**src/rtl/ps2_pkg.sv**
```systemverilog
// ps2_pkg: shared types and constants for the PS/2 keyboard decoder.
//   frame_state_t  - bit-level frame receiver states
//   BREAK_CODE     - break (key release) prefix byte
//   EXT_CODE       - extended-key prefix byte
package ps2_pkg;

    localparam int unsigned BYTE_W     = 8;
    localparam int unsigned BIT_CNT_W  = 3;
    localparam int unsigned IDLE_CNT_W = 13;

    localparam logic [BYTE_W-1:0] BREAK_CODE = 8'hF0;
    localparam logic [BYTE_W-1:0] EXT_CODE   = 8'hE0;

    typedef enum logic [1:0] {
        ST_IDLE   = 2'd0,
        ST_DATA   = 2'd1,
        ST_PARITY = 2'd2,
        ST_STOP   = 2'd3
    } frame_state_t;

    // Odd parity holds when data plus parity bit contain an odd number of ones.
    function automatic logic odd_parity_ok(input logic [BYTE_W-1:0] data, input logic parity);
        return ^{data, parity};
    endfunction

endpackage

```
**src/rtl/ps2_frame_rx.sv**
```systemverilog
// ps2_frame_rx: PS/2 bit-level receiver.
// Synchronizes the raw PS/2 lines, frames start/8 data/parity/stop on psClk
// falling edges, checks odd parity and the stop bit, and aborts a stalled frame.
// Ports:
//   i_clk, i_rst      - system clock, synchronous active-high reset
//   i_ps_clk          - raw PS/2 clock pin (asynchronous)
//   i_ps_data         - raw PS/2 data pin (asynchronous)
//   o_byte            - received byte (valid with o_byte_valid_c)
//   o_byte_valid_c    - combinational pulse in the stop-bit edge cycle of a good frame
//   o_err_c           - combinational pulse on parity/stop error or timeout abort
module ps2_frame_rx
    import ps2_pkg::*;
#(
    parameter int unsigned TIMEOUT_CYCLES = 5000
) (
    input  logic              i_clk,
    input  logic              i_rst,
    input  logic              i_ps_clk,
    input  logic              i_ps_data,
    output logic [BYTE_W-1:0] o_byte,
    output logic              o_byte_valid_c,
    output logic              o_err_c
);

    frame_state_t r_state;
    frame_state_t w_next_state;

    logic [1:0]            r_clk_sync;
    logic [1:0]            r_data_sync;
    logic                  r_clk_prev;
    logic [BIT_CNT_W-1:0]  r_bit_cnt;
    logic [BYTE_W-1:0]     r_shift;
    logic                  r_parity;
    logic [IDLE_CNT_W-1:0] r_idle_cnt;

    logic w_ps_clk;
    logic w_ps_data;
    logic w_fall;
    logic w_timeout;

    assign w_ps_clk  = r_clk_sync[1];
    assign w_ps_data = r_data_sync[1];
    assign w_fall    = r_clk_prev & ~w_ps_clk;
    // An edge in the same cycle takes priority over the timeout.
    assign w_timeout = (r_state != ST_IDLE) && !w_fall &&
                       (r_idle_cnt == IDLE_CNT_W'(TIMEOUT_CYCLES));

    assign o_byte = r_shift;

    // State register.
    always_ff @(posedge i_clk) begin
        if (i_rst) begin
            r_state <= ST_IDLE;
        end else begin
            r_state <= w_next_state;
        end
    end

    // Next-state and frame result pulses.
    always_comb begin
        w_next_state   = r_state;
        o_byte_valid_c = 1'b0;
        o_err_c        = 1'b0;
        if (w_fall) begin
            case (r_state)
                ST_IDLE: begin
                    // A high data bit here is not a start bit; ignore it.
                    if (!w_ps_data) begin
                        w_next_state = ST_DATA;
                    end
                end
                ST_DATA: begin
                    if (r_bit_cnt == BIT_CNT_W'(7)) begin
                        w_next_state = ST_PARITY;
                    end
                end
                ST_PARITY: begin
                    w_next_state = ST_STOP;
                end
                ST_STOP: begin
                    w_next_state = ST_IDLE;
                    if (w_ps_data && odd_parity_ok(r_shift, r_parity)) begin
                        o_byte_valid_c = 1'b1;
                    end else begin
                        o_err_c = 1'b1;
                    end
                end
                default: w_next_state = ST_IDLE;
            endcase
        end else if (w_timeout) begin
            w_next_state = ST_IDLE;
            o_err_c      = 1'b1;
        end
    end

    // Synchronizers, edge history, shift register and idle counter.
    always_ff @(posedge i_clk) begin
        if (i_rst) begin
            r_clk_sync  <= 2'b11;
            r_data_sync <= 2'b11;
            r_clk_prev  <= 1'b1;
            r_bit_cnt   <= '0;
            r_shift     <= '0;
            r_parity    <= 1'b0;
            r_idle_cnt  <= '0;
        end else begin
            r_clk_sync  <= {r_clk_sync[0], i_ps_clk};
            r_data_sync <= {r_data_sync[0], i_ps_data};
            r_clk_prev  <= w_ps_clk;

            if (w_fall || r_state == ST_IDLE || w_timeout) begin
                r_idle_cnt <= '0;
            end else begin
                r_idle_cnt <= r_idle_cnt + IDLE_CNT_W'(1);
            end

            if (w_fall) begin
                case (r_state)
                    ST_IDLE: r_bit_cnt <= '0;
                    ST_DATA: begin
                        r_shift   <= {w_ps_data, r_shift[BYTE_W-1:1]};
                        r_bit_cnt <= r_bit_cnt + BIT_CNT_W'(1);
                    end
                    ST_PARITY: r_parity <= w_ps_data;
                    default: ;
                endcase
            end
        end
    end

endmodule

```
**src/rtl/ps2_key_decoder.sv**
```systemverilog
// ps2_key_decoder: PS/2 keyboard scan-code decoder.
// Strips F0 (break) and E0 (extended) prefixes and reports each key event.
// Ports:
//   Clk, Reset  - 50 MHz system clock, synchronous active-high reset
//   psClk       - raw PS/2 clock pin
//   psData      - raw PS/2 data pin
//   keyCode     - last decoded scan code without prefixes
//   press       - 1 = make, 0 = break
//   extended    - 1 = E0-prefixed code
//   codeValid   - one-cycle pulse when keyCode/press/extended update
//   frameErr    - one-cycle pulse on parity, stop-bit or timeout error
module ps2_key_decoder
    import ps2_pkg::*;
#(
    parameter int unsigned TIMEOUT_CYCLES = 5000
) (
    input  logic              Clk,
    input  logic              Reset,
    input  logic              psClk,
    input  logic              psData,
    output logic [BYTE_W-1:0] keyCode,
    output logic              press,
    output logic              extended,
    output logic              codeValid,
    output logic              frameErr
);

    logic [BYTE_W-1:0] w_byte;
    logic              w_byte_valid;
    logic              w_err;

    logic [BYTE_W-1:0] r_key_code;
    logic              r_press;
    logic              r_extended;
    logic              r_code_valid;
    logic              r_frame_err;
    logic              r_break_pend;
    logic              r_ext_pend;

    ps2_frame_rx #(
        .TIMEOUT_CYCLES(TIMEOUT_CYCLES)
    ) u_frame_rx (
        .i_clk          (Clk),
        .i_rst          (Reset),
        .i_ps_clk       (psClk),
        .i_ps_data      (psData),
        .o_byte         (w_byte),
        .o_byte_valid_c (w_byte_valid),
        .o_err_c        (w_err)
    );

    // Prefix tracking and key event registers; prefixes span frames until used or an error.
    always_ff @(posedge Clk) begin
        if (Reset) begin
            r_key_code   <= '0;
            r_press      <= 1'b0;
            r_extended   <= 1'b0;
            r_code_valid <= 1'b0;
            r_frame_err  <= 1'b0;
            r_break_pend <= 1'b0;
            r_ext_pend   <= 1'b0;
        end else begin
            r_code_valid <= 1'b0;
            r_frame_err  <= w_err;
            if (w_err) begin
                r_break_pend <= 1'b0;
                r_ext_pend   <= 1'b0;
            end else if (w_byte_valid) begin
                if (w_byte == BREAK_CODE) begin
                    r_break_pend <= 1'b1;
                end else if (w_byte == EXT_CODE) begin
                    r_ext_pend <= 1'b1;
                end else begin
                    r_key_code   <= w_byte;
                    r_press      <= ~r_break_pend;
                    r_extended   <= r_ext_pend;
                    r_code_valid <= 1'b1;
                    r_break_pend <= 1'b0;
                    r_ext_pend   <= 1'b0;
                end
            end
        end
    end

    assign keyCode   = r_key_code;
    assign press     = r_press;
    assign extended  = r_extended;
    assign codeValid = r_code_valid;
    assign frameErr  = r_frame_err;

endmodule

```
**config.mk**
```make
export PLATFORM = sky130hd
export DESIGN_NAME = ps2_key_decoder
export DESIGN_NICKNAME = d
export VERILOG_FILES = /design/src/rtl/ps2_pkg.sv /design/src/rtl/ps2_frame_rx.sv /design/src/rtl/ps2_key_decoder.sv
export SDC_FILE = /design/constraint.sdc
export NUM_CORES = 1
export LEC_CHECK = 0
export BUFFER_PORTS_ARGS = -buffer_cell sky130_fd_sc_hd__buf_2
export CAP_MARGIN = 10
export CORE_MARGIN = 8
export CORE_UTILIZATION = 45
export DETAILED_ROUTE_END_ITERATION = 8
export GPL_ROUTABILITY_DRIVEN = 0
export PLACE_DENSITY = 0.75
export REMOVE_ABC_BUFFERS = 1
export SYNTH_ARGS = -nofsm -noshare
export SYNTH_HDL_FRONTEND = slang
export SYNTH_SLANG_ARGS = --single-unit
```
**constraint.sdc**
```tcl
create_clock -name Clk -period 1.9 [get_ports Clk]
set_input_delay 0.095 -clock Clk [delete_from_list [all_inputs] [get_ports Clk]]
set_output_delay 0.095 -clock Clk [all_outputs]
set_load 0.01 [all_outputs]
```
# Word-level counts from Yosys, hierarchy flattened
# Index checks and enable logic that the tools add are counted.
[op_classes]
n_reduce_logical = 21
eq_ne = 10
bitwise_logic = 7
mux = 17
addsub = 2
[ops]
columns = ["op", "count"]
rows = [
  ["$eq A8 B8 Y1 const B", 2],
  ["$add A13 B1 Y13 const B", 1],
  ["$eq A13 B13 Y1 const B", 1],
  ["$mux W1", 11],
  ["$reduce_and A2 Y1", 5],
  ["$reduce_xor A9 Y1", 1],
  ["$mux W2", 4],
  ["$pmux W2 S4", 1],
  ["$ne A3 B3 Y1 const B", 2],
  ["$not A1 Y1", 6],
  ["$pmux W3 S2", 1],
  ["$reduce_bool A2 Y1", 3],
  ["$eq A2 B2 Y1 const B", 2],
  ["$reduce_and A4 Y1", 1],
  ["$reduce_or A2 Y1", 2],
  ["$reduce_or A4 Y1", 1],
  ["$add A3 B1 Y3 const B", 1],
  ["$eq A3 B3 Y1 const B", 1],
  ["$logic_and A1 B1 Y1", 3],
  ["$reduce_and A3 Y1", 1],
  ["$eq A2 B1 Y1 const B", 1],
  ["$logic_not A2 Y1", 1],
  ["$logic_or A1 B1 Y1", 2],
  ["$ne A2 B2 Y1 const B", 1],
  ["other kinds (2)", 2],
]
[word_totals]
out_inout_bits = 12
ff_bits = 46
word_cells = 72
inputBits = 4

# Logic depth before layout (Yosys ltp)
[depth]
ltp_word = 9
ltp_mapped = 7
ltp_nobuf = 7

# Cells and area by module
# A second synthesis with hierarchy kept.
[hier_totals]
hier_cells = 232
hier_area_um2 = 2113.3
[by_module_without_submodules]
columns = ["module", "cells_each", "seq_area_each_um2", "area_each_um2", "instances"]
rows = [
  ["ps2_frame_rx", 168, 640.6, 1493.9, 1],
  ["ps2_key_decoder", 64, 280.3, 619.3, 1],
]

# Least setup slack after synthesis
# No wires, ideal clock.
[synth_path]
path_type = "register to register"
startpoint = "register u_frame_rx.r_shift[2], in the netlist u_frame_rx.o_byte[2]"
endpoint = "register r_extended, in the netlist extended"
stages_incl_launch_ff = 7
path_slack_ns = 0.183
t_required_ns = 1.772
arrival_time_ns = 1.589
setup_ns = 0.128
n_path_buf = 1
period_less_slack_ns = 1.717
cell_sequence = "dfxtp_1 > xor2_1 > xnor3_2 > mux2i_1 > buf_6 > mux2i_1 > nor2_1"
[synth_via]
elab_chain_cells = 7
elab_cells_between_ends = 14
classes_between = "eq/ne (2); mux (6); bitwise (3); reduce/logical (3)"
[synth_rtl]
columns = ["item", "line", "rtl"]
rows = [
  ["start: declaration", "ps2_frame_rx.sv:32", "logic [BYTE_W-1:0] r_shift;"],
  ["start signal: assignment", "ps2_frame_rx.sv:121", "r_shift <= {w_ps_data, r_shift[BYTE_W-1:1]};"],
  ["$reduce_xor A9 Y1", "ps2_pkg.sv:23", "return ^{data, parity};"],
  ["$logic_and A1 B1 Y1", "ps2_frame_rx.sv:82", "if (w_ps_data && odd_parity_ok(r_shift, r_parity)) begin"],
  ["$mux W1", "ps2_frame_rx.sv:82", ""],
  ["$mux W1", "ps2_frame_rx.sv:65", "case (r_state)"],
  ["$mux W1", "ps2_frame_rx.sv:64", "if (w_fall) begin"],
  ["$not A1 Y1 (no source line)", "--", ""],
  ["$reduce_and A4 Y1 (no source line) (*)", "--", ""],
  ["end signal: assignment", "ps2_key_decoder.sv:76", "r_extended <= r_ext_pend;"],
  ["end: declaration", "ps2_key_decoder.sv:34", "logic r_extended;"],
]
# Mark *: on every way between the ends. The rest lies on a longest branch, timed or not.
# A chain may end at the register's enable or synchronous reset.

# Worst setup path in the final report
[layout_path]
startpoint = "register u_frame_rx.r_shift[5], in the netlist u_frame_rx.o_byte[5]"
endpoint = "register r_ext_pend"
[layout_via]
elab_chain_cells = 6
elab_cells_between_ends = 14
classes_between = "eq/ne (2); mux (7); bitwise (1); reduce/logical (4)"
[layout_rtl]
columns = ["item", "line", "rtl"]
rows = [
  ["$reduce_xor A9 Y1", "ps2_pkg.sv:23", ""],
  ["$logic_and A1 B1 Y1", "ps2_frame_rx.sv:82", ""],
  ["$mux W1", "ps2_frame_rx.sv:82", ""],
  ["$mux W1", "ps2_frame_rx.sv:65", ""],
  ["$mux W1", "ps2_frame_rx.sv:64", ""],
  ["$reduce_and A2 Y1 (no source line) or $reduce_or A2 Y1 (tied branches)", "--", ""],
  ["end signal: assignment", "ps2_key_decoder.sv:61", "r_ext_pend <= 1'b0;"],
  ["end signal: assignment", "ps2_key_decoder.sv:67", "r_ext_pend <= 1'b0;"],
  ["end signal: assignment", "ps2_key_decoder.sv:72", "r_ext_pend <= 1'b1;"],
  ["end: declaration", "ps2_key_decoder.sv:38", "logic r_ext_pend;"],
]
# Several ways; a longest one is shown, not always the timed one.

==> out/results.txt <==
Clk pwr share = 41.6%
Register area share after synthesis = 46.3%
Via density = 5.15
Critical path cell sequence = xnor2_2, xnor3_2, xnor2_2, and3_1, nor4_1
DP Area = 2160 sq um
Clock slew at reported path FFs = 0.08 ns
Reg power frac = 56.8%
Final setup TNS = 0 ns
P_sw = 0.342 mW
Post-CTS Setup Inserts = 0
Leakage Power = 0.976 nW
Number of synthesized register bits = 46
DIE HEIGHT = 82.5 microns
Std cell rows = 24
Reg2reg path depth = 5
Clock skew = 0.00488 ns
Most frequent cells in the layout = 44 x dfxtp_1, 31 x nor2_1, 27 x nand2_1, 15 x buf_2, 12 x a21oi_1
Outcome = finished clean
First-pass GRT wire length = 6.25 mm
Synth Cell Area = 1990 sq um
Rel. slew slack = 58.5%
FF-to-FF setup slack = 0.09 ns
VDD IR max = 0.294 mV
Worst Max-Slew Pin Slew = 0.621 ns
Ratio of cells with drive above 1 in the final layout = 21.9%
CTS sink count = 46
Final #Nets = 253
Crit path kind = reg -> reg
Drt drc = 0
Initial Util = 46.4%
# Max-Cap Violations = 0
Pwr dens = 725 nW/um^2
Port buffer count = 15
Hold Crit Depth = 4
WHS = 0.282 ns
Post-layout minimum cycle time = 1.81 ns
Switch share = 20.1%
Crit path buffers/inverters = 0
R2r endpoint = r_ext_pend
Worst r2r src = u_frame_rx.o_byte[5]
Hold_sp = Reset
CP Capture Type = register
Die Wd = 82.5 microns
Dpl ws = -0.0179 ns
Cell area after layout = 2350 sq um
Fin. Hold Viols = 0
Comb power frac = 1.6%
CTS H-Tree Depth = 2
# IOs = 16
Grt total ovfl = 0
Largest net degree at the start of global routing = 34
Synth warn = 0
N_diodes = 0
Worst Setup Start Kind = register
Initial antenna violation count = 0
Worst-Skew Late Latency = 0.30 ns
Routed WL = 3.71 mm
Setup ws final = 0.0911 ns
Routed wire per std cell = 12.6 microns
Synthesized netlist cell count = 214
Die ar. = 6810 sq um
Worst EP required = 2.10 ns
CTS tree = done
Num CTS Buffers = 5
Worst min path class = in -> reg
Levels on crit path = 5
Number of global-route vias before repair = 1,412
Max FO, Critical Path = 5
CP dominant cell by count = xnor2_2
Post-DRT Antenna Nets = 0
Final non-filler cell total = 294
Count of cell types in the netlist = 37
Clk root buf = clkbuf_8
Final-report setup violation count = 0
Top delay family on crit path = XOR/XNOR gates
DR vias = 1,514
TritonRoute pass-1 iters = 4
Starting DRC count in detailed routing = 48
Hold Path End = u_frame_rx.r_idle_cnt[1]
Filler cell count in the final layout = 383
Max Root-Sink Buffers = 2
CORE AREA = 4290 sq um
Tcrit/Tclk final = 95.2%
Commonest non-fill, non-tap cell in the layout = dfxtp_1
Mean Syn Cell Area = 9.30 sq um
Delay of the slowest cell on the worst path = 0.45 ns
Post-detail-place hpwl = 2.57 mm
Post-layout util = 54.8%
Final Power = 1.71 mW
CP max-delay cell = dfxtp_1
Worst Path Arrival = 2.01 ns
Dpl cells = 283
Pint = 1.37 mW
Total track usage = 11.7%
Achievable clock frequency = 0.553 GHz
Area Overhead vs Synth = 18.2%
Fin. max-slew vios = 0
==> power groups by stage <==
stage                     Sequential (mW)  Clock, mW  Combinational [mW]
after floorplan                     0.992          0             0.00787
after global placement              0.993          0              0.0239
after detailed placement            0.993          0              0.0239
after CTS                           0.970      0.723              0.0271
after global routing                0.971      0.748              0.0300
final                               0.970      0.711              0.0269
==> layer usage <==
metal,up-vias,part of all wire [%],global-route usage [%]
met2,25,49,19.0
li1,775,-,-
met5,-,0,0
met4,0,1.9,6.72
met3,5,4.9,2.16
met1,709,45,14.2
==> how the worst max path moves through the flow <==
stage	from	to	slack (ns)
after floorplan	u_frame_rx.o_byte[2]	press	-0.31
after global placement	u_frame_rx.r_idle_cnt[4]	frameErr	0.08
after detailed placement	u_frame_rx.r_idle_cnt[4]	frameErr	-0.02
after CTS	u_frame_rx.o_byte[2]	extended	0.04
after global routing	u_frame_rx.o_byte[2]	r_ext_pend	-0.04
final	u_frame_rx.o_byte[5]	r_ext_pend	0.09
==> cell families (layout without fill, tap and decap cells) <==
| group | count (synthesis) | in the layout | synth area share [%] |
|---|---|---|---|
| buffers and inverters | 15 | 43 | 3.52 |
| xor gates and xnor gates | 18 | 18 | 10.6 |
| and+or+nand+nor | 94 | 94 | 22.4 |
| muxes | 10 | 10 | 5.03 |
| adders and majority gates | 8 | 8 | 5.03 |
| DFF | 46 | 46 | 46.3 |
| AOI/OAI and AO/OA | 23 | 23 | 7.10 |
==> sequential cells by signal, indices dropped and copies added, names as in the netlist, 2 cells and up <==
| name | flops |
|---|---|
| u_frame_rx.r_clk_sync | 2 |
| u_frame_rx.r_idle_cnt | 13 |
| u_frame_rx.r_data_sync | 2 |
| u_frame_rx.r_bit_cnt | 3 |
| keyCode | 8 |
| u_frame_rx.r_state | 2 |
| u_frame_rx.o_byte | 8 |
==> what timing repair did <==
item	in CTS	in global routing
endpoints found under the hold margin	2	0
gates cloned	0	1
endpoints found under the setup margin	3	13
pin swaps	0	1
hold buffers	2	0
resized for setup	1	12
==> cell type report <==
class / count / area (sq um) / share of cell area, %
tap: 52 / 65.1 / 2.76
clock inverter: 3 / 40.0 / 1.70
multi-input combinational: 153 / 1050 / 44.6
clock buffer: 5 / 68.8 / 2.92
timing repair buffer: 28 / 181 / 7.71
sequential: 46 / 923 / 39.2
inverter: 7 / 26.3 / 1.12
==> worst min-delay path, cell delays in order <==
cell and delay (ns):
buf_2 0.11, or4_1 0.11, buf_4 0.17, nor2_1 0.05
==> Yosys cell counts <==
cell type,count,share of area (%)
xor2_1,7,3.1
a211oi_1,2,0.75
or4b_1,2,1.0
nor3b_1,1,0.38
xnor2_2,1,0.82
clkbuf_1,5,0.94
buf_2,1,0.25
ha_1,8,5.0
a21oi_1,12,3.0
a211oi_2,1,0.63
nor3_1,3,0.75
dfxtp_1,46,46
nor2b_1,2,0.63
o211ai_1,1,0.38
xnor3_2,2,2.4
nand3_1,9,2.3
nor2b_2,1,0.44
nor2_1,31,5.8
nand2_1,27,5.1
inv_1,7,1.3
dlygate4sd1_1,1,0.44
or4_1,1,0.38
nand4_1,2,0.63
nor4bb_1,1,0.50
buf_6,1,0.57
o21ai_0,1,0.25
nor4_1,2,0.63
mux2i_1,10,5.0
nand2b_1,1,0.31
a31oi_1,3,0.94
xnor2_1,7,3.1
or2_2,5,1.6
nand4b_1,1,0.44
a22oi_1,3,1.1
xor3_2,1,1.3
and3_1,4,1.3
and2_1,1,0.31
Power figures use the tool's default switching activity.
